===== config.mk =====
export PLATFORM = sky130hd
export DESIGN_NAME = axi_lite_master_bridge
export DESIGN_NICKNAME = d
export VERILOG_FILES = /design/src/rtl/axi_lite_pkg.sv /design/src/rtl/axi_lite_master_bridge.sv
export SDC_FILE = /design/constraint.sdc
export NUM_CORES = 1
export LEC_CHECK = 0
export CAP_MARGIN = 20
export CORE_MARGIN = 2
export CORE_UTILIZATION = 35
export CTS_CLUSTER_SIZE = 10
export DETAILED_ROUTE_END_ITERATION = 10
export PLACE_DENSITY = 0.79
export SLEW_MARGIN = 20
export SYNTH_ARGS = -nofsm -noshare
export SYNTH_HDL_FRONTEND = slang
export SYNTH_SLANG_ARGS = --single-unit

===== constraint.sdc =====
create_clock -name ACLK -period 4.4 [get_ports ACLK]
set_clock_uncertainty 0.05 [all_clocks]
set_input_delay 0.44 -clock ACLK [delete_from_list [all_inputs] [get_ports ACLK]]
set_output_delay 0.44 -clock ACLK [all_outputs]
set_load 0.01 [all_outputs]

===== src/rtl/axi_lite_pkg.sv =====
// axi_lite_pkg: shared AXI4-Lite response codes and bridge state encoding
package axi_lite_pkg;

   typedef enum logic [1:0] {
      OKAY   = 2'b00,
      EXOKAY = 2'b01,
      SLVERR = 2'b10,
      DECERR = 2'b11
   } resp_t;

   typedef enum logic [2:0] {
      IDLE,
      WR_ADDR_DATA,
      WR_RESP,
      RD_ADDR,
      RD_DATA,
      DONE,
      DRAIN
   } state_t;

endpackage


===== src/rtl/axi_lite_master_bridge.sv =====
// axi_lite_master_bridge: simple command port (transfer/write/addr/wdata/wstrb -> ready/rdata/resp/timeout)
// driving the AW/W/B/AR/R channels of an AXI4-Lite slave; a watchdog forces a SLVERR completion and the
// bridge then drains the late handshakes of the aborted command before accepting new ones.
module axi_lite_master_bridge
   import axi_lite_pkg::*;
#(
   parameter int ADDR_W      = 32,
   parameter int DATA_W      = 32,
   parameter int TIMEOUT_CYC = 256
)(
   input  logic                ACLK,
   input  logic                ARESETn,
   input  logic                transfer,
   input  logic                write,
   input  logic [ADDR_W-1:0]   addr,
   input  logic [DATA_W-1:0]   wdata,
   input  logic [DATA_W/8-1:0] wstrb,
   output logic                ready,
   output logic [DATA_W-1:0]   rdata,
   output logic [1:0]          resp,
   output logic                timeout,
   output logic [ADDR_W-1:0]   AWADDR,
   output logic                AWVALID,
   input  logic                AWREADY,
   output logic [DATA_W-1:0]   WDATA,
   output logic [DATA_W/8-1:0] WSTRB,
   output logic                WVALID,
   input  logic                WREADY,
   input  logic [1:0]          BRESP,
   input  logic                BVALID,
   output logic                BREADY,
   output logic [ADDR_W-1:0]   ARADDR,
   output logic                ARVALID,
   input  logic                ARREADY,
   input  logic [DATA_W-1:0]   RDATA,
   input  logic [1:0]          RRESP,
   input  logic                RVALID,
   output logic                RREADY
);

   localparam int CW = TIMEOUT_CYC > 1 ? $clog2(TIMEOUT_CYC) : 1;

   state_t              state, state_n;
   logic [ADDR_W-1:0]   addr_q;
   logic [DATA_W-1:0]   wdata_q, rdata_q;
   logic [DATA_W/8-1:0] wstrb_q;
   logic [1:0]          resp_q;
   logic [CW-1:0]       cnt;
   logic                awv, wv, arv, bpend, rpend, to_q;
   logic                busy, expire, tmo, issue;

   assign issue  = state == IDLE && transfer;
   assign busy   = state inside {WR_ADDR_DATA, WR_RESP, RD_ADDR, RD_DATA};
   assign expire = TIMEOUT_CYC != 0 && busy && cnt == CW'(TIMEOUT_CYC - 1);
   // a response arriving on the expiry cycle completes normally
   assign tmo    = expire && !(state == WR_RESP && BVALID) && !(state == RD_DATA && RVALID);

   assign AWADDR  = addr_q;
   assign ARADDR  = addr_q;
   assign WDATA   = wdata_q;
   assign WSTRB   = wstrb_q;
   assign AWVALID = awv;
   assign WVALID  = wv;
   assign ARVALID = arv;
   // in DRAIN the outstanding response is still accepted, then dropped
   assign BREADY  = state == WR_RESP || (state == DRAIN && bpend);
   assign RREADY  = state == RD_DATA || (state == DRAIN && rpend);
   assign ready   = state == DONE || tmo;
   assign timeout = tmo || to_q;
   assign resp    = tmo ? SLVERR : resp_q;
   assign rdata   = tmo ? '0 : rdata_q;

   always_comb begin
      state_n = state;
      case (state)
         IDLE:         state_n = transfer ? (write ? WR_ADDR_DATA : RD_ADDR) : IDLE;
         WR_ADDR_DATA: state_n = tmo ? DRAIN : ((!awv || AWREADY) && (!wv || WREADY)) ? WR_RESP : WR_ADDR_DATA;
         WR_RESP:      state_n = BVALID ? DONE : tmo ? DRAIN : WR_RESP;
         RD_ADDR:      state_n = tmo ? DRAIN : ARREADY ? RD_DATA : RD_ADDR;
         RD_DATA:      state_n = RVALID ? DONE : tmo ? DRAIN : RD_DATA;
         DONE:         state_n = IDLE;
         DRAIN:        state_n = (awv || wv || arv || bpend || rpend) ? DRAIN : IDLE;
         default:      state_n = IDLE;
      endcase
   end

   always_ff @(posedge ACLK or negedge ARESETn) begin
      if (!ARESETn) begin
         state   <= IDLE;
         addr_q  <= '0;
         wdata_q <= '0;
         wstrb_q <= '0;
         rdata_q <= '0;
         resp_q  <= '0;
         cnt     <= '0;
         awv     <= 1'b0;
         wv      <= 1'b0;
         arv     <= 1'b0;
         bpend   <= 1'b0;
         rpend   <= 1'b0;
         to_q    <= 1'b0;
      end else begin
         state <= state_n;
         // each channel tracks its own handshake so AW and W may finish in either order
         awv   <= issue ? write  : awv & ~AWREADY;
         wv    <= issue ? write  : wv & ~WREADY;
         arv   <= issue ? ~write : arv & ~ARREADY;
         bpend <= issue ? write  : bpend & ~(BVALID & BREADY);
         rpend <= issue ? ~write : rpend & ~(RVALID & RREADY);
         cnt   <= busy ? cnt + 1'b1 : '0;
         to_q  <= tmo | (to_q & (state_n != DONE));
         if (issue) begin
            addr_q  <= addr;
            wdata_q <= wdata;
            wstrb_q <= wstrb;
         end
         if (tmo) begin
            resp_q  <= SLVERR;
            rdata_q <= '0;
         end else if (state_n == DONE) begin
            resp_q <= state == WR_RESP ? BRESP : RRESP;
            if (state == RD_DATA) rdata_q <= RDATA;
         end
      end
   end

endmodule


# ---- Yosys cells after proc, flatten, opt, wreduce, memory -nomap -nowiden
# Index checks and enable logic that the tools add are counted.
dict set report classes {
  addsub 1
  eq_ne 9
  n_mux 26
  n_bitwise 15
  reduce_logical 28
}
# operator count
set ops {}
lappend ops {{32-bit 2-to-1 mux} 4}
lappend ops {{2-bit 2-to-1 mux} 9}
lappend ops {{3-bit 2-to-1 mux} 6}
lappend ops {{3-bit case mux with 6 select lines} 1}
lappend ops {{3-bit equality test, second input constant} 4}
lappend ops {{1-bit logical OR} 10}
lappend ops {{1-bit logical AND} 9}
lappend ops {{8-bit by 1-bit adder with 8-bit output, second input constant} 1}
lappend ops {{1-bit AND} 8}
lappend ops {{8-bit equality test, second input constant} 1}
lappend ops {{8-bit 2-to-1 mux} 1}
lappend ops {{3-bit by 2-bit equality test with 1-bit output, second input constant} 2}
lappend ops {{1-bit inverter} 6}
lappend ops {{1-bit 2-to-1 mux} 5}
lappend ops {{1-bit logical NOT} 4}
lappend ops {{2-bit nonzero test} 2}
lappend ops {{4-bit nonzero test} 1}
lappend ops {{3-bit by 1-bit equality test with 1-bit output, second input constant} 1}
lappend ops {{3-bit logical NOT} 1}
lappend ops {{3-bit != test, second input constant} 1}
lappend ops {{2-bit AND reduction} 1}
lappend ops {{1-bit OR} 1}
dict set report totals {
  register_bits 119
  input_bits 113
  out_inout_bits 141
  word_cells 92
}

# ---- Longest topological paths before layout
dict set report depth {
  ltp_word 11
  depth_mapped 6
  depth_no_buf 4
}

# ---- Worst setup path after synthesis
# No wires, ideal clock.
dict set report synth_timing {
  kind {register to output}
  startpoint {register cnt[0]}
  endpoint {output rdata[15]}
  t_arrival_ns 1.652
  required_time_ns 3.910
  setup_slack_ns 2.258
  stages_incl_launch_ff 6
  n_path_buf 1
  path_cell_list {dfrtp_1 ha_1 nand4_1 nor4_4 clkbuf_1 a21boi_0}
}
dict set report synth_between {
  elab_chain_cells 5
}
# item line_no
set synth_lines {}
lappend synth_lines {{start, declared} axi_lite_master_bridge.sv:48} ;# logic [CW-1:0] cnt;
lappend synth_lines {{start signal, assigned} axi_lite_master_bridge.sv:110} ;# cnt <= busy ? cnt + 1'b1 : '0;
lappend synth_lines {{8-bit equality test} axi_lite_master_bridge.sv:54} ;# assign expire = TIMEOUT_CYC != 0 && busy && cnt == CW'(TIMEOUT_CYC - 1);
lappend synth_lines {{1-bit logical AND} axi_lite_master_bridge.sv:54}
lappend synth_lines {{1-bit logical AND (2 in series)} axi_lite_master_bridge.sv:56} ;# assign tmo = expire && !(state == WR_RESP && BVALID) && !(state == RD_DATA && RVALID);
lappend synth_lines {{32-bit 2-to-1 mux} axi_lite_master_bridge.sv:71} ;# assign rdata = tmo ? '0 : rdata_q;
lappend synth_lines {{end, declared} axi_lite_master_bridge.sv:19} ;# output logic [DATA_W-1:0] rdata,
# No other way between the ends.

# ---- Worst setup path after layout
dict set report layout_timing {
  startpoint {register cnt[0]}
  endpoint {output ready}
}
dict set report layout_between {
  elab_chain_cells 5
}
# item line_no
set layout_lines {}
lappend layout_lines {{8-bit equality test} axi_lite_master_bridge.sv:54}
lappend layout_lines {{1-bit logical AND} axi_lite_master_bridge.sv:54}
lappend layout_lines {{1-bit logical AND (2 in series)} axi_lite_master_bridge.sv:56}
lappend layout_lines {{1-bit logical OR} axi_lite_master_bridge.sv:68} ;# assign ready = state == DONE || tmo;
lappend layout_lines {{end, declared} axi_lite_master_bridge.sv:18} ;# output logic ready,
# No other way between the ends.

==> results.ini <==
[drt]
drc_errors = 0
wl_per_cell_um = 15.3
drt-initial-drc-count = 206
antenna_left = 0
wirelength_um = 15500
vias = 4639
dr.pass1.iters = 4
vias_per_cell = 4.58

[finish]
multi_input_area_um2 = 2110
seqCellArea_um2 = 2980
final_nets = 903
stdcell_count = 1013
diodes = 0
layout-drive-gt1-share = 0.0648
area_growth_pct = 55.6
nFillCells = 1370

[pwr]
power.density_nw_per_um2 = 716
p_int_w = 0.00401
power_frac_comb = 0.450
p_clk_frac = 0.230
leakagePower_nw = 3.78
seqPwrFrac = 0.320
peakVddDrop_mv = 0.349
switching_share = 0.348
power.switching_w = 0.00214

[place]
hpwl_um = 10900
port-buffer-count = 253
dp.cells = 980
finalWeightedCongestion = 0.787

[global_routing]
antenna_found_initial = 0
gr-usage-all-layers = 0.183
grt_max_degree = 71
grt_first_pass_wirelength_um = 23800
grt-ovfl-total = 0
grt_pass1_vias = 4640

[worst_hold_path]
holdCritPathClass = flip-flop to flip-flop

[worst_setup_path]
endpoint = ready
path_max_fanout = 70
reg2reg_to = ARVALID$_DFF_PN0_
rr_startpoint = state[1]$_DFF_PN0_
reg2reg_setup_slack_ns = 1.95
criticalPathCategory = flip-flop to primary output
startpoint = cnt[0]$_DFF_PN0_
cp-start-kind = flip-flop
required_ns = 3.91
cp-end-kind = primary output
arrival_ns = 3.03
rr_worst_depth = 4

[floorplan]
initial_utilization = 0.360
die_x_um = 130
die_area_um2 = 16800
io_pins = 254
die_h_um = 130
core_um2 = 15300
rows = 45

[timing]
relSlewSlack = 0.422
hold_viol_final = 0
rsz0062_at_grt = no
finalCriticalPeriod_ns = 3.52
period_share = 0.801
setup_tns_ns = 0
fmax_mhz = 284
final_max_slew_viol_count = 0
setup_viol = 0
worst_slew_pin_slew_ns = 0.863

[clock_network]
postCtsSetupBuffers = 0
cts_resized = 0
cts_max_path_buffers = 2
root_buffer = clkbuf_16
path_clk_slew_ns = 0.06
cts_tree = done
cts_made_buffers = 17
clock-sinks = 119
clk_latency_ns = 0.41
htreeDepth = 4
ctsHoldBuffers = 1

[synth]
ys_warn_count = 0
synthesis.nets = 693
postSynthCellCount = 579
synth_seq_cells = 119
synth_area_um2 = 5520
avgSynthCellArea_um2 = 9.53
yosysSeqAreaShare = 0.540
ys_types = 45

[run]
drv_cap = 0

[outcome]
status = finished, final reports clean

## synthesized netlist by cell type
cell type  count  share of area
a2111o_1       1         0.0020
a211o_1        1         0.0016
a211oi_1       2         0.0027
a21boi_0      33          0.045
a21o_1         2         0.0027
a21oi_1       37          0.034
a221oi_1       1         0.0016
a311oi_1       1         0.0016
a31oi_4        1         0.0039
and3b_1        1         0.0016
buf_2         27          0.025
buf_4         34          0.046
buf_6          1         0.0020
clkbuf_1       9         0.0061
dfrtp_1      119           0.54
ha_1           1         0.0023
inv_1          5         0.0034
mux2_2         2         0.0041
mux2i_1       34          0.062
nand2_1      211           0.14
nand2b_1       5         0.0057
nand3_1        4         0.0036
nand3_2        1         0.0018
nand3b_1       3         0.0041
nand4_1        2         0.0023
nor2_1         7         0.0048
nor2b_1        2         0.0023
nor3_1         1        0.00091
nor3b_1        1         0.0014
nor4_1         2         0.0023
nor4_4         1         0.0039
nor4b_2        1         0.0027
nor4bb_1       1         0.0018
o211ai_1       1         0.0014
o21a_1         2         0.0027
o21ai_0        8         0.0073
o2bb2ai_1      1         0.0016
o311ai_0       1         0.0016
o41ai_1        2         0.0032
or2_2          1         0.0011
or3_1          3         0.0034
or4b_1         1         0.0018
or4b_2         2         0.0036
xnor2_1        1         0.0016
xor2_1         2         0.0032
## critical path, cell delays in order (launching register included)
cell and delay (ns):
dfrtp_1 0.41, ha_1 0.25, nand4_1 0.29, nor4_4 0.33
buf_4 0.53, o2bb2ai_1 0.19, clkdlybuf4s50_1 0.56
## through the flow
step | hold WS (ns) | setup slack [ns] | power, W | area [um^2] | utilization
6_report | 0.422 | 0.876 | 0.00615 | 8580 | 0.560
5_1_grt | 0.438 | 0.586 | 0.00656 | 8580 | 0.560
4_1_cts | 0.425 | 0.850 | 0.00622 | 8580 | 0.560
3_5_place_dp | 0.408 | 1.19 | 0.00476 | 7970 | 0.520
3_3_place_gp | 0.403 | 1.22 | 0.00469 | 7970 | 0.520
2_1_floorplan | 0.0944 | 2.26 | 0.00334 | 5520 | -
## layout by cell type (no fill, tap or decap), types with 3 or more instances in the layout
cell,instances
inv_1,5
clkinvlp_4,5
nand3_1,4
clkbuf_16,17
mux2i_1,34
o21ai_0,8
buf_4,8
inv_6,3
nor2_1,7
nand2_1,211
nand2b_1,5
a21oi_1,37
or4b_2,3
clkdlybuf4s50_1,252
clkinv_2,3
dfrtp_1,119
or3_1,3
a21boi_0,33
bufinv_16,3
nand3b_1,3
## power groups by stage
stage	combinational, W	clock, W	sequential [W]
after floorplan	0.00135	0	0.00199
after global placement	0.00273	0	0.00196
after detailed placement	0.00279	0	0.00197
after CTS	0.00280	0.00145	0.00197
after global routing	0.00302	0.00150	0.00203
final	0.00277	0.00141	0.00197
## cell families (layout without fill, tap and decap cells)
logic type	after synthesis	count (layout)	share of synthesized area
flip-flops	119	119	0.540
AND/OR/NAND/NOR	250	250	0.193
buffers and inverters	76	299	0.0823
XOR/XNOR	3	3	0.00476
adder cells (fa/ha/maj)	1	1	0.00227
AO/OA/AOI/OAI	94	94	0.112
multiplexers	36	36	0.0658
## worst min-delay path by stage
stage / start / to / cells after the start
after floorplan: ARESETn / ARADDR[0]$_DFFE_PN0P_ / 0
after global placement: ARESETn / rdata_q[27]$_DFFE_PN0P_ / 1
after detailed placement: ARESETn / rdata_q[27]$_DFFE_PN0P_ / 1
after CTS: WSTRB[2]$_DFFE_PN0P_ / WSTRB[2]$_DFFE_PN0P_ / 2
after global routing: WDATA[12]$_DFFE_PN0P_ / WDATA[12]$_DFFE_PN0P_ / 2
final: WDATA[12]$_DFFE_PN0P_ / WDATA[12]$_DFFE_PN0P_ / 2
## final cells by class
type	instances	share of cell area
timing repair buffer	262	0.304
sequential	119	0.347
tap	211	0.0308
clock inverter	15	0.0207
inverter	5	0.00219
multi-input combinational	384	0.245
clock buffer	17	0.0496
## registers in the layout, summed over array words and instances, names as in the netlist
register / flops
ARADDR: 32
WDATA: 32
rdata_q: 32
cnt: 8
WSTRB: 4
state: 3
resp_q: 2
ARVALID: 1
AWVALID: 1
WVALID: 1
bpend: 1
rpend: 1
to_q: 1
## layer usage
metal  up-vias  wire, um  global-route usage
li1       2296         -                   -
met4         0       477              0.0841
met5         -         0                   0
met1      2159      6440               0.221
met2       153      7650               0.308
met3        31       888              0.0487
No activity file was read; power rests on OpenSTA's default activity.
